--- src/rtl/pong_pkg.sv ---
// Shared types and constants for the pong rally referee.
package pong_pkg;

  typedef enum logic [1:0] {
    IDLE = 2'b00,
    WAIT = 2'b01,
    PLAY = 2'b10,
    OVER = 2'b11
  } state_t;

  localparam logic [1:0] UP_LEFT    = 2'b00;
  localparam logic [1:0] DOWN_LEFT  = 2'b01;
  localparam logic [1:0] UP_RIGHT   = 2'b10;
  localparam logic [1:0] DOWN_RIGHT = 2'b11;

  localparam int SCORE_W = 4;

endpackage

--- src/rtl/score_counter.sv ---
// Per-player score register: saturating up-counter with synchronous clear.
module score_counter
  import pong_pkg::*;
(
  input  logic               clk,
  input  logic               rst,
  input  logic               clear,
  input  logic               inc,
  output logic [SCORE_W-1:0] count
);

  // NOTE: sequential state is written with non-blocking assignments only, so
  // every flop samples pre-edge values regardless of process ordering.
  always_ff @(posedge clk) begin
    if (rst || clear) begin
      count <= '0;
    end else if (inc && (count != '1)) begin
      count <= count + 1'b1;
    end
  end

endmodule

--- src/rtl/pong_referee.sv ---
// Rally referee: miss detection, scoring and serve sequencing for pong.
// Optional win limit (OVER state, game_over) enabled by PONG_WIN_LIMIT_EN.
module pong_referee
  import pong_pkg::*;
#(
  parameter int DISP_COLS   = 800,
  parameter int B_WIDTH     = 6,
  parameter int L_GOAL_COL  = 4,
  parameter int R_GOAL_COL  = DISP_COLS - 4,
  parameter int SERVE_DELAY = 6_000_000,
  parameter int WIN_SCORE   = 9
) (
  input  logic               clk,
  input  logic               rst,
  input  logic [11:0]        ball_center_col,
  input  logic [1:0]         ball_direction,
  input  logic               start,
  output logic [SCORE_W-1:0] l_score,
  output logic [SCORE_W-1:0] r_score,
  output logic               ball_enable,
  output logic               serve,
  output logic [1:0]         serve_dir,
  output logic               game_over
);

`ifdef PONG_WIN_LIMIT_EN
  localparam bit WIN_EN = 1'b1;
`else
  localparam bit WIN_EN = 1'b0;
`endif

  localparam int                 CNT_W      = (SERVE_DELAY > 1) ? $clog2(SERVE_DELAY) : 1;
  localparam logic [CNT_W-1:0]   CNT_LOAD   = CNT_W'(SERVE_DELAY - 1);
  localparam logic [11:0]        L_MISS_MAX = 12'(L_GOAL_COL + B_WIDTH / 2);
  localparam logic [12:0]        HALF_W     = 13'(B_WIDTH / 2);
  localparam logic [12:0]        R_LINE     = 13'(R_GOAL_COL);
  localparam logic [SCORE_W-1:0] WIN_M1     = SCORE_W'(WIN_SCORE - 1);

  state_t           state, state_next;
  logic [CNT_W-1:0] cnt;
  logic             toggle;
  logic             left_cond, right_cond;
  logic             left_miss, right_miss, miss;
  logic             win_go, start_game, enter_wait;
  logic             ball_enable_d, serve_d;
  logic             unused_dir_bit;

  // Only the horizontal bit of the direction matters to the referee.
  assign unused_dir_bit = ball_direction[0];

  // Left test on the centre avoids subtracting; right test is widened to 13 bits.
  assign left_cond  = !ball_direction[1] && (ball_center_col <= L_MISS_MAX);
  assign right_cond =  ball_direction[1] && (({1'b0, ball_center_col} + HALF_W) >= R_LINE);
  assign left_miss  = (state == PLAY) && left_cond;
  assign right_miss = (state == PLAY) && right_cond && !left_cond;
  assign miss       = left_miss || right_miss;

  assign win_go     = WIN_EN && (left_miss ? (r_score == WIN_M1) : (l_score == WIN_M1));
  assign start_game = start && ((state == IDLE) || (state == OVER));
  assign enter_wait = (state_next == WAIT) && (state != WAIT);

  always_ff @(posedge clk) begin
    if (rst) state <= IDLE;
    else     state <= state_next;
  end

  // NOTE: defaulting every always_comb output first keeps synthesis from
  // inferring latches on paths that do not assign it.
  always_comb begin
    state_next = state;
    case (state)
      IDLE:    if (start)       state_next = WAIT;
      WAIT:    if (cnt == '0)   state_next = PLAY;
      PLAY:    if (miss)        state_next = win_go ? OVER : WAIT;
      OVER:    if (start)       state_next = WAIT;
      default:                  state_next = IDLE;
    endcase
  end

  always_comb begin
    ball_enable_d = (state_next == PLAY);
    serve_d       = (state == WAIT) && (cnt == '0);
  end

  always_ff @(posedge clk) begin
    if (rst) begin
      ball_enable <= 1'b0;
      serve       <= 1'b0;
    end else begin
      ball_enable <= ball_enable_d;
      serve       <= serve_d;
    end
  end

`ifdef PONG_WIN_LIMIT_EN
  always_ff @(posedge clk) begin
    if (rst) game_over <= 1'b0;
    else     game_over <= (state_next == OVER);
  end
`else
  assign game_over = 1'b0;
`endif

  always_ff @(posedge clk) begin
    if (rst) begin
      cnt <= '0;
    end else if (enter_wait) begin
      cnt <= CNT_LOAD;
    end else if ((state == WAIT) && (cnt != '0)) begin
      cnt <= cnt - 1'b1;
    end
  end

  // Serve goes toward the player who conceded, alternating up/down each miss.
  always_ff @(posedge clk) begin
    if (rst) begin
      toggle    <= 1'b0;
      serve_dir <= DOWN_RIGHT;
    end else if (miss) begin
      toggle    <= ~toggle;
      serve_dir <= {right_miss, ~toggle};
    end else if (start_game) begin
      serve_dir <= DOWN_RIGHT;
    end
  end

  score_counter u_l_score (
    .clk   (clk),
    .rst   (rst),
    .clear (start && (state == OVER)),
    .inc   (right_miss),
    .count (l_score)
  );

  score_counter u_r_score (
    .clk   (clk),
    .rst   (rst),
    .clear (start && (state == OVER)),
    .inc   (left_miss),
    .count (r_score)
  );

endmodule

--- config.mk ---
export PLATFORM = sky130hd
export DESIGN_NAME = pong_referee
export DESIGN_NICKNAME = d
export VERILOG_FILES = /design/src/rtl/pong_pkg.sv /design/src/rtl/score_counter.sv /design/src/rtl/pong_referee.sv
export SDC_FILE = /design/constraint.sdc
export NUM_CORES = 1
export LEC_CHECK = 0
export CAP_MARGIN = 10
export CORE_ASPECT_RATIO = 1.2
export CORE_MARGIN = 5
export CORE_UTILIZATION = 45
export CTS_BUF_LIST = sky130_fd_sc_hd__clkbuf_4
export CTS_CLUSTER_SIZE = 16
export DETAILED_ROUTE_END_ITERATION = 16
export GPL_ROUTABILITY_DRIVEN = 1
export PLACE_DENSITY = 0.71
export SYNTH_ARGS = -nofsm -noshare
export SYNTH_HDL_FRONTEND = slang
export SYNTH_SLANG_ARGS = --single-unit
--- constraint.sdc ---
create_clock -name clk -period 2.2 [get_ports clk]
set_input_delay 0.44 -clock clk [delete_from_list [all_inputs] [get_ports clk]]
set_output_delay 0.44 -clock clk [all_outputs]
set_load 0.005 [all_outputs]
==> impl_metrics.ini, run 1 <==
[status]
outcome = complete, no violations

[hold_path]
hold_class = reg2reg
hold_start = cnt[21]$_SDFFE_PP0P_

[worst_setup_path]
r2r_start = cnt[17]$_SDFFE_PP0P_
worstSetupEndpointType = register
cpPeakStageDelay_ns = 0.54
worstPathBufferInverterCount = 1
required_ns = 2.45
start_kind = register
arrival_ns = 2.44
critPathSlowestCell = or4_1
path_delay_family = simple AND/OR/NAND/NOR gates
cp_cell_sequence = or4_1, or4_4, buf_6, o21ai_4, xor2_1, a21oi_2
worstPathMaxFanout = 10
startpoint = cnt[17]$_SDFFE_PP0P_
ff2ff_setup_slack_ns = 0.005
worstSetupPathType = reg2reg

[die]
chipHeight_um = 84.63
ioPinCount = 30
rows = 27
die_area_mm2 = 0.006109
core_mm2 = 0.004561
initial_utilization_pct = 45.79
die_w_um = 72.19

[clock_network]
cts_buffer_depth = 2
clkLatencyLatePin_ns = 0.35
cts_tree = yes
clk_pin_slew_worst_paths_ns = 0.12
cts-htree-levels = 2
cts-buffers-inserted = 5
cts_root_buffer = clkbuf_4
clock-sinks = 38

[sta]
maxSlewHeadroom_pct = 63.45
fmax_mhz = 455.5
setup_viol = 0
maxSlewViolCount = 0
tightest_slew_ns = 0.5433
min_period_ns = 2.195
hold_viol = 0
finClkSkew_ns = 0.01176
period_share_pct = 99.79
rsz0062_at_grt = true

[placed_design]
dp.final_hpwl_mm = 3.818
portBuffers = 27
place_congestion = 0.7985
place_inst = 340
place_area_mm2 = 0.002676

[routing]
wl_per_cell_um = 15.16
drt-total-wl_mm = 5.337
vias = 2003
vias_per_cell = 5.690
remaining_drc_errors = 0
postRouteAntennaNets = 0
drt_iter0_markers = 127
first_pass_iters = 6

[layout]
fin_cells = 352
area_delta_synth_final_pct = 36.85
final_common_cell = dfxtp_1
post-route-cell-area_mm2 = 0.002858
n_antenna_cell = 0
final_cell_mix = 37 x dfxtp_1, 36 x buf_4, 20 x a21oi_1, 19 x clkdlybuf4s50_1, 13 x nor3_1
fin_nets = 317
drive_gt1_share_pct = 26.87
nFillCells = 419

[logic_synthesis]
syn_area_per_cell_um2 = 9.199
synth_ff_type = dfxtp_1
synth-edff-count = 0
synth_area_leaders = dfxtp_1 36%, a21oi_1 5.3%, ha_1 4.2%
synth_top_area_share_pct = 36.43
synthCells = 227
ys_warn_count = 0
yosysSeqAreaShare_pct = 36.43
ys_types = 52
async_flop_share_pct = 0
synth_area_mm2 = 0.002088
ys_ff_latch = 38
yosysTopAreaCell = dfxtp_1
syn_nets = 251

[power]
ir_drop_mv = 0.2814
p_leak_nw = 1.068
powerDensity_mw_per_mm2 = 656.1

[global_route]
grt_pass1_wl_mm = 8.687
overflow = 0
grt_pass1_vias = 2018
grt.total_usage_pct = 17.46
antenna_found_initial = 0
grt_max_degree = 19

[job]
cap_violations = 0
[sequential cells by signal, indices dropped and copies added (netlist names)]
register / cells
ball_enable: 1
cnt: 23
serve: 1
serve_dir: 2
state: 2
toggle: 1
u_l_score.count: 4
u_r_score.count: 4
[report_power, final]
part           total [mW]  internal (mW)  switching, mW
Sequential          0.790          0.743         0.0471
Combinational       0.718          0.330          0.388
Clock               0.366          0.119          0.247
Total                1.88           1.19          0.682
[cell usage after synthesis, types with 2 or more instances]
master,instances
a211oi_2,4
a21o_1,2
a21oi_1,22
a31oi_1,5
and3_1,2
buf_6,2
clkbuf_1,5
dfxtp_1,38
ha_1,7
inv_1,6
mux2i_1,3
nand2_1,9
nand3_1,8
nand4_1,2
nand4b_1,2
nor2_1,11
nor2b_1,3
nor3_1,13
nor4_1,7
nor4_2,2
o2111ai_1,3
o211ai_1,2
o211ai_2,2
o21ai_0,3
o21ai_1,3
o21ai_2,2
o311a_1,2
o31ai_1,5
or2_1,2
or3_1,4
or4_1,9
or4_4,2
xnor2_1,8
xor2_1,9
[per-layer routing]
layer | vias to the layer above | global-route usage (%) | part of all wire, %
li1 | 995 | - | -
met4 | 0 | 7.692 | 2.3
met5 | - | 0 | 0
met3 | 12 | 4.551 | 4.5
met2 | 54 | 31.81 | 51
met1 | 942 | 18.35 | 42
[stage by stage]
stage	total power [mW]	hold WS, ns	TNS, ns	setup WS, ns	utilization (%)
after global placement	1.430	0.4924	-13.08	-0.5002	58.68
after global routing	1.973	0.5443	-0.3938	-0.05434	62.66
final	1.875	0.5297	0	0.004715	62.66
after detailed placement	1.440	0.5058	-14.24	-0.5518	58.68
after floorplan	1.204	0.4753	0	0.001633	-
after CTS	1.821	0.5240	0	0.01400	60.71
[cell families (layout without fill, tap and decap cells)]
| logic type | after synthesis | count (layout) | share of synthesized area [%] |
|---|---|---|---|
| AOI/OAI and AO/OA | 64 | 64 | 22.65 |
| xor gates and xnor gates | 17 | 17 | 7.130 |
| adders and majority gates | 7 | 7 | 4.194 |
| buffers and inverters | 14 | 81 | 3.415 |
| DFF | 38 | 38 | 36.43 |
| muxes | 3 | 3 | 1.438 |
| other | 1 | 1 | 0.1796 |
| and+or+nand+nor | 83 | 83 | 24.57 |
[cell type report]
type	count	area, um2	share of cell area [%]
inverters	6	22.52	0.7881
clock buffers	5	37.54	1.313
repair buffers	67	605.6	21.19
clock inverters	3	16.27	0.5692
well taps	58	72.57	2.539
multi-input cells	175	1341	46.94
flip-flops and latches	38	762.0	26.66
[worst paths after layout]
kind / end / cells past startpoint
worst max-delay path: cnt[5]$_SDFFE_PP0P_ / 6
worst min-delay path: cnt[21]$_SDFFE_PP0P_ / 2
worst max register to register: cnt[5]$_SDFFE_PP0P_ / 6
worst min register to register: cnt[21]$_SDFFE_PP0P_ / 2
[worst register-to-register path, stage by stage (launching register included)]
cell     delay (ns)
dfxtp_1        0.36
or4_1          0.55
or4_4          0.52
buf_6          0.18
o21ai_4        0.21
xor2_1         0.21
a21oi_2        0.08
[repair_timing]
action / in CTS / in global routing
buffers inserted: 1 / 2
endpoints found under the setup margin: 24 / 21
pin swaps: 5 / 6
hold buffers: 0 / 0
cloned: 0 / 1
resized for setup: 13 / 12
Note: power is estimated with default switching activity, not from simulation.
==> run 2, diff against run 1 <==
--- a/config.mk
+++ b/config.mk
@@ -8,12 +8,12 @@
 export CAP_MARGIN = 10
 export CORE_ASPECT_RATIO = 1.2
 export CORE_MARGIN = 5
-export CORE_UTILIZATION = 45
+export CORE_UTILIZATION = 51
 export CTS_BUF_LIST = sky130_fd_sc_hd__clkbuf_4
 export CTS_CLUSTER_SIZE = 16
 export DETAILED_ROUTE_END_ITERATION = 16
 export GPL_ROUTABILITY_DRIVEN = 1
-export PLACE_DENSITY = 0.71
+export PLACE_DENSITY = 0.75
 export SYNTH_ARGS = -nofsm -noshare
 export SYNTH_HDL_FRONTEND = slang
 export SYNTH_SLANG_ARGS = --single-unit
==> impl_metrics.ini, run 2 (synthesis gave the netlist of run 1 again) <==
[die]
core_mm2 = 0.003941
die_w_um = 68.42
die_area_mm2 = 0.005480
ioPinCount = 30
rows = 25
chipHeight_um = 80.10
initial_utilization_pct = 52.98

[global_route]
grt_max_degree = 20
overflow = 0
grt_pass1_vias = 2050
antenna_found_initial = 0
grt.total_usage_pct = 21.21
grt_pass1_wl_mm = 8.928

[power]
p_leak_nw = 1.099
ir_drop_mv = 0.2910
powerDensity_mw_per_mm2 = 650.6
power_mw = 1.897

[worst_setup_path]
worstPathMaxFanout = 7
cp_cell_sequence = or4_4, or4_4, buf_6, o21ai_4, o31ai_2, a211oi_2
critical_path.most_common_cell = or4_4
reg2reg_depth = 6
start_kind = register
r2r_start = cnt[15]$_SDFFE_PP0P_
ff2ff_setup_slack_ns = -0.002
required_ns = 2.48
worstSetupEndpointType = register
worstSetupPathType = reg2reg
cpPeakStageDelay_ns = 0.56
arrival_ns = 2.48
r2r_end = cnt[7]$_SDFFE_PP0P_
critPathSlowestCell = or4_4

[clock_network]
clk_pin_slew_worst_paths_ns = 0.12
cts_buffer_depth = 2
clkLatencyLatePin_ns = 0.35
cts-htree-levels = 2
cts-buffers-inserted = 5
cts_tree = yes
cts_root_buffer = clkbuf_4
clock-sinks = 38

[hold_path]
hold_end = cnt[21]$_SDFFE_PP0P_
hold_start = cnt[21]$_SDFFE_PP0P_
hold_depth = 2
hold_class = reg2reg

[layout]
largest_reg_flops = 23
drive_gt1_share_pct = 30.17
n_antenna_cell = 0
regMostFlops = cnt
area_delta_synth_final_pct = 39.60
final_common_cell = buf_4
fin_nets = 318
reg.largest.list = cnt: 23 flops, u_l_score.count: 4 flops, u_r_score.count: 4 flops
final_util_pct = 73.97
final_cell_mix = 34 x buf_4, 33 x dfxtp_1, 20 x a21oi_1, 20 x clkdlybuf4s50_1, 12 x nor3_1

[status]
outcome = complete, but fails checks
violations = setup timing

[sta]
rsz0062_at_grt = true
fmax_mhz = 454.1
min_period_ns = 2.202
hold_slack_ns = 0.5134
tns_ns = -0.002243
tightest_slew_ns = 0.5559
finClkSkew_ns = 0.01331
setup_viol = 1
maxSlewHeadroom_pct = 62.60
maxSlewViolCount = 0
period_share_pct = 100.1
hold_viol = 0
fin_ws_ns = -0.002243

[routing]
vias = 2050
dr_wl_met3_um = 215
postRouteAntennaNets = 0
vias_per_cell = 5.874
remaining_drc_errors = 0
wl_met1_mm = 2.171
drt_iter0_markers = 128
dr.max_layer_used = met4
drt-total-wl_mm = 5.402
dr_wl_met2_mm = 2.865
first_pass_iters = 4
wl_per_cell_um = 15.48

[placed_design]
portBuffers = 27
dp.final_hpwl_mm = 3.794
place_congestion = 0.8017
place_ws_ns = -0.5184

[job]
cap_violations = 0
==> run 2: cell count changes in the layout (fill, tap and decap cells not counted), sizes merged <==
cell           before  now
dlygate4sd2         6    3
buf                39   41
clkinvlp            1    0
clkdlybuf4s50      19   20
dlymetal6s2s        2    4
==> run 2: what timing repair did <==
item	CTS	global route
cloned	1	1
setup endpoints to repair	24	25
gates resized for setup	11	24
hold buffers	0	0
pin swaps	13	14
buffers inserted	3	3
==> run 2: worst max-delay path by stage <==
stage | start | endpoint | slack, ns | cells past startpoint
6_report | cnt[15]$_SDFFE_PP0P_ | cnt[7]$_SDFFE_PP0P_ | -0.002 | 6
5_1_grt | cnt[18]$_SDFFE_PP0P_ | cnt[7]$_SDFFE_PP0P_ | -0.06 | 6
4_1_cts | ball_center_col[7] | cnt[12]$_SDFFE_PP0P_ | -0.003 | 7
3_5_place_dp | ball_center_col[7] | cnt[9]$_SDFFE_PP0P_ | -0.52 | 6
3_3_place_gp | ball_center_col[7] | cnt[18]$_SDFFE_PP0P_ | -0.47 | 6
2_1_floorplan | ball_center_col[7] | cnt[4]$_SDFFE_PP0P_ | 0.002 | 6
==> run 2: layer usage <==
| layer | track usage, % | vias to the layer above |
|---|---|---|
| met5 | 0 | - |
| met4 | 7.753 | 0 |
| met3 | 4.196 | 17 |
| met2 | 39.35 | 49 |
| met1 | 22.76 | 988 |
| li1 | - | 996 |
==> run 2: area by class of cell <==
cell class                 instances  area [um2]
multi-input combinational        175        1366
fill                             318        1026
sequential                        38       767.0
timing repair buffer              68       638.1
tap                               54       67.56
clock buffer                       6       45.04
inverter                           6       22.52
clock inverter                     2       8.758
==> run 2: per-stage QoR <==
step	instance area [um2]	cells
6_report	2915	349
5_1_grt	2915	349
4_1_cts	2789	345
3_5_place_dp	2656	334
3_3_place_gp	2656	334
2_1_floorplan	2100	227
==> run 2: power by group <==
part | internal, mW | switching (mW)
clock | 0.133 | 0.237
sequential | 0.745 | 0.0553
combinational | 0.346 | 0.380
total | 1.22 | 0.673
==> run 2: worst max-delay path: cells and delay by family, from the launching register on <==
family | cells | cell delay, ns
AOI/OAI and AO/OA | 3 | 0.56
buffers and inverters | 1 | 0.16
DFF | 1 | 0.33
and+or+nand+nor | 2 | 1.09
==> run 3, diff against run 2 <==
--- a/config.mk
+++ b/config.mk
@@ -13,7 +13,7 @@
 export CTS_CLUSTER_SIZE = 16
 export DETAILED_ROUTE_END_ITERATION = 16
 export GPL_ROUTABILITY_DRIVEN = 1
-export PLACE_DENSITY = 0.75
+export PLACE_DENSITY = 0.74
 export SYNTH_ARGS = -nofsm -noshare
 export SYNTH_HDL_FRONTEND = slang
 export SYNTH_SLANG_ARGS = --single-unit
==> impl_metrics.ini, run 3 (synthesis gave the netlist of run 1 again) <==
[status]
outcome = complete, but fails checks
violations = setup timing

[global_route]
grt_pass1_vias = 1998
grt_pass1_wl_mm = 8.859
antenna_found_initial = 0
overflow = 0
grt.total_usage_pct = 20.97
grt_max_degree = 19

[die]
die_area_mm2 = 0.005480
rows = 25
chipHeight_um = 80.10
core_mm2 = 0.003941
die_w_um = 68.42
initial_utilization_pct = 52.98
ioPinCount = 30

[layout]
fin_nets = 316
final_common_cell = dfxtp_1
final_cell_mix = 37 x dfxtp_1, 35 x buf_4, 21 x a21oi_1, 20 x clkdlybuf4s50_1
n_antenna_cell = 0
area_delta_synth_final_pct = 39.30
regMostFlops = cnt
fin_cells = 347
drive_gt1_share_pct = 27.99
reg.largest.list = cnt: 23 flops, u_l_score.count: 4 flops, u_r_score.count: 4 flops
post-route-cell-area_mm2 = 0.002909
largest_reg_flops = 23

[routing]
postRouteAntennaNets = 0
first_pass_iters = 4
wl_per_cell_um = 15.91
vias = 2047
drt-total-wl_mm = 5.520
remaining_drc_errors = 0
drt_iter0_markers = 141
vias_per_cell = 5.899

[placed_design]
place_congestion = 0.8218
place_ws_ns = -0.5470
portBuffers = 27
place_inst = 335
place_area_mm2 = 0.002664
dp.final_hpwl_mm = 3.810

[sta]
period_share_pct = 100.2
hold_slack_ns = 0.5254
setup_viol = 1
fin_ws_ns = -0.004668
tightest_slew_ns = 0.7461
min_period_ns = 2.205
rsz0062_at_grt = true
tns_ns = -0.004668
finClkSkew_ns = 0.007916
maxSlewViolCount = 0
fmax_mhz = 453.6
maxSlewHeadroom_pct = 49.80
hold_viol = 0

[hold_path]
hold_class = reg2reg
hold_start = cnt[21]$_SDFFE_PP0P_

[worst_setup_path]
worstPathMaxFanout = 10
arrival_ns = 2.45
worstSetupEndpointType = register
start_kind = register
required_ns = 2.44
r2r_start = cnt[19]$_SDFFE_PP0P_
worstSetupPathType = reg2reg
startpoint = cnt[19]$_SDFFE_PP0P_

[power]
p_clk_share_pct = 23.8
p_int_mw = 1.312
ir_drop_mv = 0.3855
p_switching_uw = 692.7
seqPwrFrac_pct = 39.7
p_sw_share_pct = 34.56
p_leak_nw = 1.084
share_comb_of_total_power_pct = 36.5
powerDensity_mw_per_mm2 = 689.0

[clock_network]
cts-htree-levels = 2
cts_tree = yes
cts_root_buffer = clkbuf_4
clk_pin_slew_worst_paths_ns = 0.12
cts_buffer_depth = 2
clock-sinks = 38
clkLatencyLatePin_ns = 0.35
cts-buffers-inserted = 5
postCtsHoldBufs = 0

[job]
cap_violations = 0
==> run 3: cell count changes in the layout (fill, tap and decap cells not counted), moves of 2 or more <==
cell / delta
dfxtp_1: +4
dlymetal6s2s_1: -2
dlygate4sd2_1: +2
a31oi_1: -2
dfxtp_2: -4
o2111ai_2: -2
==> run 3: path summary, 6_finish.rpt <==
| path | endpoint | slack [ns] | cells after the start |
|---|---|---|---|
| setup / recovery | cnt[5]$_SDFFE_PP0P_ | -0.005 | 6 |
| hold reg to reg | cnt[21]$_SDFFE_PP0P_ | 0.53 | 2 |
| hold / removal | cnt[21]$_SDFFE_PP0P_ | 0.53 | 2 |
| setup reg to reg | cnt[5]$_SDFFE_PP0P_ | -0.005 | 6 |
==> run 3: routing by layer <==
metal / global-route usage, % / vias up / wire (um)
li1: - / 994 / -
met1: 23.49 / 987 / 2182
met2: 36.87 / 55 / 2993
met3: 5.035 / 11 / 245
met4: 8.350 / 0 / 99
met5: 0 / - / 0
==> run 3: repair_timing <==
action / CTS / global route
setup endpoints to repair: 24 / 27
resized for setup: 13 / 15
pin swaps: 9 / 8
setup buffers: 2 / 1
gates cloned: 1 / 0
==> run 3: cell type report <==
cell class	instances	area (um2)
clock inverter	3	40.04
multi-input combinational	175	1378
sequential	38	762.0
timing repair buffer	66	601.8
fill	335	1032
tap	54	67.56
clock buffer	5	37.54
inverter	6	22.52
==> run 3: power groups by stage <==
stage                     registers (mW)  clock network [mW]  logic, mW
final                              0.795               0.478      0.731
after global routing               0.802               0.522      0.788
after CTS                          0.790               0.492      0.669
after detailed placement           0.806                   0      0.621
after global placement             0.804                   0      0.615
after floorplan                    0.810                   0      0.395
==> run 3: critical path, stage by stage (launching register included) <==
cell     delay [ns]
dfxtp_1        0.33
or4_4          0.53
or4_4          0.53
buf_6          0.17
o21ai_4        0.27
xor2_1         0.18
a21oi_1        0.08
==> run 3: through the flow <==
stage / total power, mW / utilization, %
after floorplan: 1.204 / -
after global placement: 1.419 / 67.59
after detailed placement: 1.427 / 67.59
after CTS: 1.951 / 71.84
after global routing: 2.112 / 73.81
final: 2.004 / 73.81
